**config.mk**
```make
export PLATFORM = sky130hd
export DESIGN_NAME = modulo_360
export DESIGN_NICKNAME = d
export VERILOG_FILES = /design/src/rtl/modulo_360_pkg.sv /design/src/rtl/mod45_fold.sv /design/src/rtl/modulo_360.sv
export SDC_FILE = /design/constraint.sdc
export NUM_CORES = 1
export LEC_CHECK = 0
export ABC_AREA = 1
export CAP_MARGIN = 0
export CORE_ASPECT_RATIO = 0.6
export CORE_MARGIN = 4
export CORE_UTILIZATION = 39
export CTS_BUF_LIST = sky130_fd_sc_hd__clkbuf_4
export CTS_CLUSTER_DIAMETER = 150
export DETAILED_ROUTE_END_ITERATION = 10
export MAX_ROUTING_LAYER = met4
export SLEW_MARGIN = 25
export SYNTH_ARGS = -nofsm -noshare
export SYNTH_HDL_FRONTEND = slang
export SYNTH_SLANG_ARGS = --single-unit
```
**constraint.sdc**
```tcl
create_clock -name clk -period 1 [get_ports clk]
set_input_delay 0.25 -clock clk [delete_from_list [all_inputs] [get_ports clk]]
set_output_delay 0.25 -clock clk [all_outputs]
set_load 0.02 [all_outputs]
```
**src/rtl/modulo_360_pkg.sv**
```systemverilog
// ---------------------------------------------------------------------------
// modulo_360_pkg
// Shared constants and helper functions for the modulo-360 phase reducer.
//
// Contents:
//   MOD_VAL / MOD_HI / MOD_LO_BITS : 360 = 45 * 2^3 decomposition
//   RES_2P6 / RES_2P12             : 2^6 mod 45 and 2^12 mod 45
//   IN_W_DEF / OUT_W_DEF           : default port widths of modulo_360
//   LATENCY                        : clocks from in to modulo
//   pow2_mod45()                   : 2^k mod 45, used to weight the quotient bits
//   sel45()                        : final compare-select of the fold sum to 0..44
//
// Build option: MODULO_360_PIPE_EN adds one pipeline stage (LATENCY = 2).
// ---------------------------------------------------------------------------
package modulo_360_pkg;

    localparam int IN_W_DEF    = 16;
    localparam int OUT_W_DEF   = 9;

    localparam int MOD_VAL     = 360;
    localparam int MOD_HI      = 45;
    localparam int MOD_LO_BITS = 3;

    // Quotient width, residue width and width of the folded sum (0..120).
    localparam int Q_W         = IN_W_DEF - MOD_LO_BITS;
    localparam int R45_W       = 6;
    localparam int FOLD_W      = 7;

    localparam logic [5:0] RES_2P6  = 6'd19;
    localparam logic [5:0] RES_2P12 = 6'd1;

`ifdef MODULO_360_PIPE_EN
    localparam int LATENCY = 2;
`else
    localparam int LATENCY = 1;
`endif

    // Elaboration-time residue of 2^k modulo 45.
    function automatic logic [5:0] pow2_mod45(input int k);
        int r;
        r = 1;
        for (int i = 0; i < k; i++) begin
            r = r * 2;
            if (r >= MOD_HI) begin
                r = r - MOD_HI;
            end
        end
        return r[5:0];
    endfunction

    // The folded sum never exceeds 120, so subtracting 90 or 45 is enough.
    function automatic logic [R45_W-1:0] sel45(input logic [FOLD_W-1:0] s);
        logic [FOLD_W-1:0] d;
        if (s >= 7'd90) begin
            d = s - 7'd90;
        end else if (s >= 7'd45) begin
            d = s - 7'd45;
        end else begin
            d = s;
        end
        return d[R45_W-1:0];
    endfunction

endpackage

```
**src/rtl/mod45_fold.sv**
```systemverilog
// ---------------------------------------------------------------------------
// mod45_fold
// Combinational reducer: 13-bit quotient -> residue mod 45 (0..44).
//
// Ports:
//   q        in   13  value to reduce
//   fold_sum out   7  folded sum congruent to q mod 45, range 0..120
//   r45      out   6  q mod 45, range 0..44
//
// Each set bit of q contributes 2^k mod 45. Those residues add up to at
// most 226; folding the 2^6 weight of that sum once more brings it to at
// most 120, which sel45() finishes with a compare-select against 45/90.
// ---------------------------------------------------------------------------
module mod45_fold
    import modulo_360_pkg::*;
(
    input  logic [Q_W-1:0]    q,
    output logic [FOLD_W-1:0] fold_sum,
    output logic [R45_W-1:0]  r45
);

    logic [7:0] term [Q_W];
    logic [7:0] bit_sum;

    genvar gi;
    generate
        for (gi = 0; gi < Q_W; gi++) begin : g_term
            localparam logic [5:0] RES = pow2_mod45(gi);
            assign term[gi] = q[gi] ? {2'b00, RES} : 8'd0;
        end
    endgenerate

    always_comb begin
        bit_sum = 8'd0;
        for (int i = 0; i < Q_W; i++) begin
            bit_sum = bit_sum + term[i];
        end
    end

    // bits [7:6] of bit_sum weigh 64 = 19 (mod 45)
    assign fold_sum = {1'b0, bit_sum[5:0]} + 7'(bit_sum[7:6]) * 7'(RES_2P6);
    assign r45      = sel45(fold_sum);

endmodule

```
**src/rtl/modulo_360.sv**
```systemverilog
// ---------------------------------------------------------------------------
// modulo_360
// Registered modulo-360 reducer for the NCO phase path.
//
// Ports:
//   clk     in   1      rising-edge clock
//   rst_n   in   1      asynchronous active-low reset
//   in      in   IN_W   unsigned value, sampled every edge
//   modulo  out  OUT_W  in mod 360, registered, always 0..359
//
// 360 = 45 * 8: the low three bits pass straight through and the upper
// 13 bits are reduced mod 45, giving modulo = r45 * 8 + in[2:0].
//
// Build option MODULO_360_PIPE_EN: registers the fold sum before the final
// compare-select, latency 2 instead of 1. Results are identical.
// ---------------------------------------------------------------------------
module modulo_360
    import modulo_360_pkg::*;
#(
    parameter int IN_W  = IN_W_DEF,
    parameter int OUT_W = OUT_W_DEF
)
(
    input  logic             clk,
    input  logic             rst_n,
    input  logic [IN_W-1:0]  in,
    output logic [OUT_W-1:0] modulo
);

    logic [MOD_LO_BITS-1:0] r8;
    logic [Q_W-1:0]         q;
    logic [OUT_W-1:0]       modulo_reg;
    logic [OUT_W-1:0]       modulo_next;

    assign r8 = in[MOD_LO_BITS-1:0];
    assign q  = in[IN_W-1:MOD_LO_BITS];

`ifdef MODULO_360_PIPE_EN
    logic [FOLD_W-1:0]      fold_sum;
    logic [R45_W-1:0]       unused_r45;
    logic [FOLD_W-1:0]      sum_reg;
    logic [MOD_LO_BITS-1:0] r8_reg;

    mod45_fold u_fold (
        .q        (q),
        .fold_sum (fold_sum),
        .r45      (unused_r45)
    );

    always_ff @(posedge clk or negedge rst_n) begin
        if (!rst_n) begin
            sum_reg <= '0;
            r8_reg  <= '0;
        end else begin
            sum_reg <= fold_sum;
            r8_reg  <= r8;
        end
    end

    assign modulo_next = OUT_W'({sel45(sum_reg), r8_reg});
`else
    logic [FOLD_W-1:0]      unused_fold_sum;
    logic [R45_W-1:0]       r45;

    mod45_fold u_fold (
        .q        (q),
        .fold_sum (unused_fold_sum),
        .r45      (r45)
    );

    assign modulo_next = OUT_W'({r45, r8});
`endif

    always_ff @(posedge clk or negedge rst_n) begin
        if (!rst_n) begin
            modulo_reg <= '0;
        end else begin
            modulo_reg <= modulo_next;
        end
    end

    assign modulo = modulo_reg;

endmodule

```
== Word level (Yosys, flattened, before mapping) ==
Index checks and enable logic that the tools add are counted.

* $add $sub $neg: 15
* Shifts and indexed selects: 0
* Eq/ne operators: 0
* Div/mod/pow operators: 0
* Reduce and logical (&&, ||, !) cells: 0
* Bitwise gates (word level): 0
* Multiply operators: 1
* Magnitude comparators: 2
* Muxes and demuxes: 15

{| class="wikitable"
|+ Operators by type and width
! cell !! count
|-
| $add 8x8->8 || 12
|-
| $mux 6 || 5
|-
| $mux 5 || 5
|-
| $add 6x7->7 || 1
|-
| $ge 7x6->1 const B || 1
|-
| $ge 7x7->1 const B || 1
|-
| $mul 2x5->7 const B || 1
|-
| $sub 6x5->6 const B || 1
|-
| $sub 6x6->6 const B || 1
|-
| $mux 4 || 1
|-
| $mux 3 || 1
|-
| $mux 1 || 2
|-
| $mux 2 || 1
|}

* Latch bits: 0
* Memories kept: 0
* Flip-flop bits (word level): 9
* Memory bits (read-only): 0
* Bits in writable memories: 0
* Logic and storage cells: 34
* Output and inout bits: 9

== Longest topological paths before layout ==
Gate-level depths: netlist (run 1).

* Depth after elaboration: 18
* Mapped depth: 33
* Mapped depth without buffers: 33

== Modules after synthesis ==
From an unflattened synthesis (run 1), not the netlist that was laid out.

* Cells, all modules: 203
* Area, all modules: 1,652.8 µm²

{| class="wikitable"
|+ Modules (own cells, without submodules)
! module !! area an instance (µm²) !! cells an instance !! instances !! seq. area each (µm²)
|-
| mod45_fold || 1,427.6 || 194 || 1 || 0.0
|-
| modulo_360 || 225.2 || 9 || 1 || 225.2
|}

== Worst setup path after synthesis (run 1) ==
No wires, ideal clock.

* Path type: input port to flip-flop
* From: input port in[4]
* To: register modulo_reg[5] (netlist: modulo[5])
* Cell stages on the path: 26
* Arrival: 5.111 ns
* Setup slack: -4.176 ns
* Required time: 0.935 ns
* Buffers on the path: 0
* Cells stage by stage: inv_1 > fa_1 > inv_1 > fa_1 > inv_1 > fa_1 > inv_1 > ha_1 > nand3_1 > nand2_1 > nand4_1 > o211ai_1 > xor2_1 > xor2_1 > inv_1 > ha_1 > ha_1 > fa_1 > inv_1 > ha_1 > inv_1 > nand3_2 > nand3_1 > nand2_2 > or2_2 > nand2_1

* Word-level cells in the longest chain between the ends: 18
* Elaborated cells between the ends (all ways): 21
* Classes of those cells: 15 x add/sub; 1 x mul; 2 x order compare; 3 x mux

{| class="wikitable"
|+ RTL lines
! item !! RTL line !! source
|-
| start: declaration || modulo_360.sv:26 || <nowiki>input logic [IN_W-1:0] in,</nowiki>
|-
| $mux 2 (*) || mod45_fold.sv:29 || <nowiki>assign term[gi] = q[gi] ? {2'b00, RES} : 8'd0;</nowiki>
|-
| $add 8x8->8 (*) (12 in series) || mod45_fold.sv:36 || <nowiki>bit_sum = bit_sum + term[i];</nowiki>
|-
| $mul 2x5->7 || mod45_fold.sv:41 || <nowiki>assign fold_sum = {1'b0, bit_sum[5:0]} + 7'(bit_sum[7:6]) * 7'(RES_2P6);</nowiki>
|-
| $add 6x7->7 (*) || mod45_fold.sv:41 ||
|-
| $sub 6x6->6 or $ge 7x6->1 (tied branches) || modulo_360_pkg.sv:57, modulo_360_pkg.sv:56 ||
|-
| $mux 6 || modulo_360_pkg.sv:56 || <nowiki>end else if (s >= 7'd45) begin</nowiki>
|-
| $mux 6 (*) || modulo_360_pkg.sv:54 || <nowiki>if (s >= 7'd90) begin</nowiki>
|-
| named net r45[2] || modulo_360.sv:63 || <nowiki>logic [R45_W-1:0] r45;</nowiki>
|-
| end signal: assignment || modulo_360.sv:78 || <nowiki>modulo_reg <= modulo_next;</nowiki>
|-
| end: declaration || modulo_360.sv:32 || <nowiki>logic [OUT_W-1:0] modulo_reg;</nowiki>
|}

Mark *: on every way through the listed nets, which the timed path passes. The rest lies on a longest branch.

== Final worst setup path (run 1) ==
* From: input port in[9]
* To: register modulo_reg[8] (netlist: modulo[8])

* Word-level cells in the longest chain between the ends: 13
* Elaborated cells between the ends (all ways): 16
* Classes of those cells: 10 x add/sub; 1 x mul; 2 x order compare; 3 x mux

{| class="wikitable"
|+ RTL lines
! item !! RTL line
|-
| $mux 5 (*) || mod45_fold.sv:29
|-
| $add 8x8->8 (*) (7 in series) || mod45_fold.sv:36
|-
| $mul 2x5->7 || mod45_fold.sv:41
|-
| $add 6x7->7 (*) || mod45_fold.sv:41
|-
| $sub 6x6->6 or $ge 7x6->1 (tied branches) || modulo_360_pkg.sv:57, modulo_360_pkg.sv:56
|-
| $mux 6 || modulo_360_pkg.sv:56
|-
| $mux 6 (*) || modulo_360_pkg.sv:54
|-
| named net r45[5] || modulo_360.sv:63
|}

Marks and branches as above.

==> impl_metrics.tcl, run 1 <==
set metrics [dict create \
    yosysUniqueCellTypes 26 \
    gr-total-overflow 0 \
    drtIter0Drc 104 \
    arrival_ps 5230 \
    h-tree-depth 1 \
    slowest_delay_ps 550 \
    largest_register_ffs 9 \
    avgSynthCellArea_um2 7.74 \
    dp_hpwl_um 3800 \
    synth_flop_cell "dfrtp_1" \
    tightest_slew_ps 294 \
    dr.pass1.iters 4 \
    worstPathRequired_ps 1140 \
    cts-root-buf "clkbuf_4" \
    period_minus_slack_ps 5090 \
    hp-class "in2async" \
    grt_setup_unrepaired "yes" \
    endpoint_kind "register" \
    timing.critical_path.mode_cell "inv_2" \
    drc_errors 0 \
    pin_count 27 \
    startpoint_type "input port" \
    port_buffers 26 \
    core_mm2 0.00385 \
    vias_per_cell 4.67 \
    hold_slack_ps 267 \
    final_hold_viol_count 0 \
    netlist_area_mm2 0.00163 \
    chipHeight_um 58.1 \
    yosys-top-cells-area "ha_1 (21%), fa_1 (17%), dfrtp_1 (14%)" \
    dieArea_mm2 0.00532 \
    grt_use_total 0.193 \
    grt_max_degree 10 \
    yosysWarnings 0 \
    ys_ff_latch 9 \
    drv_cap 0 \
    grt_pass1_vias 1546 \
    antenna_cells 0 \
    synth_top_cell_area_share 0.214 \
    worst-path-max-fanout 5 \
    final_layout_size_suffix_gt1_frac 0.433 \
    wire_per_inst_um 13.6 \
    area_growth_pct 59.5 \
    netlist_top_cells_count "inv_1 (48), nand2_1 (48), ha_1 (28)" \
    final_nets 352 \
    max_freq_mhz 196 \
    rows 17 \
    gp_congestion 0.951 \
    start_util 0.424 \
    grt_pass1_wl_um 7840 \
    clock-sinks 9 \
    seq_area_frac_synth 0.138 \
    slew_headroom 0.803 \
    yosys.area.top_type "ha_1" \
    drtAntennaViolNets 0 \
    ctsHoldBuffers 0 \
    synth_edf_count 0 \
    clk_path_buf_depth 2 \
    drt-total-wl_um 4740 \
    synth_fp_nets 271 \
    slew_violations 0 \
    numCtsBuffers 3 \
    vias 1624 \
    place_ws_ps -4840 \
    period_share 5.09 \
    clkTransAtPathRegs_ps 70 \
    die_w_um 91.6 \
    grt_antenna_before_repair 0 \
    setup_violations 12 \
    setup_ws_ps -4090 \
    status "finished, violations left" \
    slowest_stage "fa_1" \
    syn_inst 211 \
    violations "setup timing" \
    async_flop_share 1.00 \
    path_class "in2reg" \
    cts_tree "built" \
]
==> cell type report <==
class                      instances  area [µm²]
multi-input combinational        152        1440
inverter                          50         200
tap                               57        71.3
fill                             312        1240
clock buffer                       4        30.0
sequential                         9         225
timing repair buffer              76         641
==> through the flow <==
step | std cells | instance area [µm²] | TNS, ps | utilization
detailed placement | 339 | 2380 | -30280 | 0.619
global placement | 339 | 2380 | -29770 | 0.619
floorplan | 211 | 1710 | -23640 | -
CTS | 349 | 2540 | -24560 | 0.660
global route | 348 | 2610 | -25940 | 0.677
finish | 348 | 2610 | -24360 | 0.677
==> path summary, 6_finish.rpt <==
path	startpoint	endpoint	depth (start not counted)
max	in[9]	modulo[8]$_DFF_PN0_	31
min	rst_n	modulo[3]$_DFF_PN0_	2
max in group asynchronous	rst_n	modulo[8]$_DFF_PN0_	2
min in group clk	in[1]	modulo[1]$_DFF_PN0_	1
==> cell usage in the layout (no fill, tap or decap), drive strengths merged, types with 5 or more instances in the layout <==
cell type      count
inv               50
nand2             52
clkdlybuf4s50      9
clkbuf             7
ha                28
nand3             22
dfrtp              9
a21oi              6
buf               62
xnor2              5
xor2               8
fa                14
==> cells by family (layout without fill, tap and decap cells) <==
| kind of cell | Yosys count | count (layout) | synth area share |
|---|---|---|---|
| AO/OA/AOI/OAI | 12 | 12 | 0.0429 |
| buffers and inverters | 50 | 130 | 0.115 |
| flip-flops | 9 | 9 | 0.138 |
| AND/OR/NAND/NOR | 85 | 85 | 0.240 |
| adder cells (fa/ha/maj) | 42 | 42 | 0.386 |
| XOR/XNOR | 13 | 13 | 0.0789 |
==> worst max-delay path, delay by kind of cell <==
kind                       cells  cell delay (ps)
AOI/OAI and AO/OA              2              210
xor gates and xnor gates       3              750
adders and majority gates      7             2660
buffers and inverters          8              500
and+or+nand+nor               11              850
==> per-layer routing <==
| layer | wire, µm | vias to the layer above | GRT usage |
|---|---|---|---|
| met1 | 2560 | 748 | 0.321 |
| met4 | 14 | 0 | 0.0129 |
| met5 | 0 | - | - |
| met2 | 1810 | 59 | 0.243 |
| met3 | 351 | 2 | 0.0298 |
| li1 | - | 815 | - |
==> timing repair <==
item                       4_1_cts  5_1_grt
setup endpoints to repair       15       15
pin swaps                       29       25
setup buffers                    6        1
gates resized for setup         88       29
Power of run 1 is not shown: default switching activity piles up to over one toggle a cycle in this logic, so the estimate is an artifact.
==> inputs of run 2 (changes only) <==
--- a/config.mk
+++ b/config.mk
@@ -7,7 +7,6 @@
 export LEC_CHECK = 0
 export ABC_AREA = 1
 export CAP_MARGIN = 0
-export CORE_ASPECT_RATIO = 0.6
 export CORE_MARGIN = 4
 export CORE_UTILIZATION = 39
 export CTS_BUF_LIST = sky130_fd_sc_hd__clkbuf_4
@@ -18,3 +17,4 @@
 export SYNTH_ARGS = -nofsm -noshare
 export SYNTH_HDL_FRONTEND = slang
 export SYNTH_SLANG_ARGS = --single-unit
+export TNS_END_PERCENT = 10
==> run 2 against run 1 <==
  * Critical endpoint is now modulo[5]$_DFF_PN0_
  * Non-clock buffer count is 7 higher
  * Sequential share of layout area fell by 0.086 points
  * The run still ends with setup timing left
  * Cell count did not move
==> impl_metrics.tcl, run 2 (synthesized netlist as in run 1, its figures left out) <==
set metrics [dict create \
    status "finished, violations left" \
    violations "setup timing" \
    grt_setup_unrepaired "yes" \
    cp-startpoint "in[9]" \
    dp_hpwl_um 3260 \
    setup_ws_ps -3990 \
    worst-path-max-fanout 5 \
    h-tree-depth 1 \
    port_buffers 26 \
    drt-total-wl_um 3990 \
    grt_max_degree 10 \
    grt_pass1_wl_um 6820 \
    period_share 4.99 \
    numCtsBuffers 3 \
    gp_congestion 0.838 \
    antenna_cells 0 \
    die_w_um 72.7 \
    final_nets 359 \
    drtAntennaViolNets 0 \
    grt_use_total 0.162 \
    clock-sinks 9 \
    wire_per_inst_um 11.5 \
    startpoint_type "input port" \
    area_growth_pct 61.1 \
    slowest_delay_ps 540 \
    timing.critical_path.mode_cell "inv_2" \
    ctsHoldBuffers 0 \
    slew_violations 0 \
    tightest_slew_ps 307 \
    slew_headroom 0.795 \
    largest_register_ffs 9 \
    cts-root-buf "clkbuf_4" \
    stdcell_count 348 \
    mostFrequentLayoutCell "buf_4" \
    core_mm2 0.00403 \
    dieArea_mm2 0.00529 \
    clkTransAtPathRegs_ps 60 \
    path_class "in2reg" \
    final_hold_viol_count 0 \
    numPlacedInstances 329 \
    gr-total-overflow 0 \
    drtIter0Drc 26 \
    pin_count 27 \
    setup_violations 15 \
    drv_cap 0 \
    start_util 0.406 \
    clk_path_buf_depth 2 \
    grt_pass1_vias 1630 \
    max_freq_mhz 200 \
    vias 1583 \
    rows 23 \
    final_layout_size_suffix_gt1_frac 0.436 \
    worstPathRequired_ps 1140 \
    vias_per_cell 4.55 \
    grt_antenna_before_repair 0 \
    hp-class "in2async" \
    endpoint_kind "register" \
    period_minus_slack_ps 4990 \
    slowest_stage "fa_1" \
    fillers 366 \
    drc_errors 0 \
    arrival_ps 5140 \
    layout_common_cells "buf_4 (54), nand2_1 (36), inv_1 (35)" \
    dr.pass1.iters 4 \
    cts_tree "built" \
    chipHeight_um 72.7 \
]
[run 2: cell types whose count changed in the layout (fill, tap and decap cells not counted), sizes merged]
cell	change
clkdlybuf4s50	+2
clkdlybuf4s15	+1
buf	+8
dlymetal6s2s	-2
clkbuf	-3
dlygate4sd2	+1
[run 2: cell type report]
type	instances	area, µm²	share of cell area
sequential	9	225	0.0856
inverter	50	195	0.0741
clock buffer	4	30.0	0.0114
tap	50	62.6	0.0238
multi-input combinational	152	1470	0.557
timing repair buffer	83	654	0.249
[run 2: repair_timing]
item,4_1_cts,5_1_grt
pin swaps,31,26
gates resized for setup,75,28
endpoints found under the setup margin,15,15
hold endpoints to repair,0,0
setup buffers,12,4
[run 2: worst max-delay path, delay by kind of cell]
kind                       cells  cell delay, ps
adders and majority gates      7            2700
and+or+nand+nor               10             760
xor gates and xnor gates       3             610
buffers and inverters          8             610
AOI/OAI and AO/OA              2             180
[run 2: metal layers]
layer,share of wire,global-route usage,up-vias
met1,0.46,0.219,726
met2,0.50,0.275,21
met5,0,-,-
met3,0.036,0.0124,0
met4,0,0.0205,0
li1,-,-,836
[run 2: how the worst max path moves through the flow]
stage,endpoint,slack [ps]
global route,modulo[5]$_DFF_PN0_,-4200
floorplan,modulo[6]$_DFF_PN0_,-3980
CTS,modulo[8]$_DFF_PN0_,-4020
detailed placement,modulo[6]$_DFF_PN0_,-4940
global placement,modulo[8]$_DFF_PN0_,-4880
finish,modulo[5]$_DFF_PN0_,-3990
[run 2: through the flow]
step / hold slack (ps) / instance area (µm²) / worst slack, ps / TNS (ps) / utilization
finish: 281 / 2630 / -3990 / -23730 / 0.653
global route: 291 / 2630 / -4200 / -25440 / 0.653
CTS: 279 / 2500 / -4020 / -24090 / 0.620
detailed placement: 546 / 2350 / -4940 / -30890 / 0.584
global placement: 546 / 2350 / -4880 / -30400 / 0.584
floorplan: -45.6 / 1710 / -3980 / -23660 / -
Power of run 2 is left out for the same reason.
==> inputs of run 3 (changes only) <==
--- a/config.mk
+++ b/config.mk
@@ -6,7 +6,6 @@
 export NUM_CORES = 1
 export LEC_CHECK = 0
 export ABC_AREA = 1
-export CAP_MARGIN = 0
 export CORE_MARGIN = 4
 export CORE_UTILIZATION = 39
 export CTS_BUF_LIST = sky130_fd_sc_hd__clkbuf_4
==> results of run 3 <==
Same layout as run 2: the final DEF is identical, and so are final timing and power.
Power of run 3 is left out for the same reason.
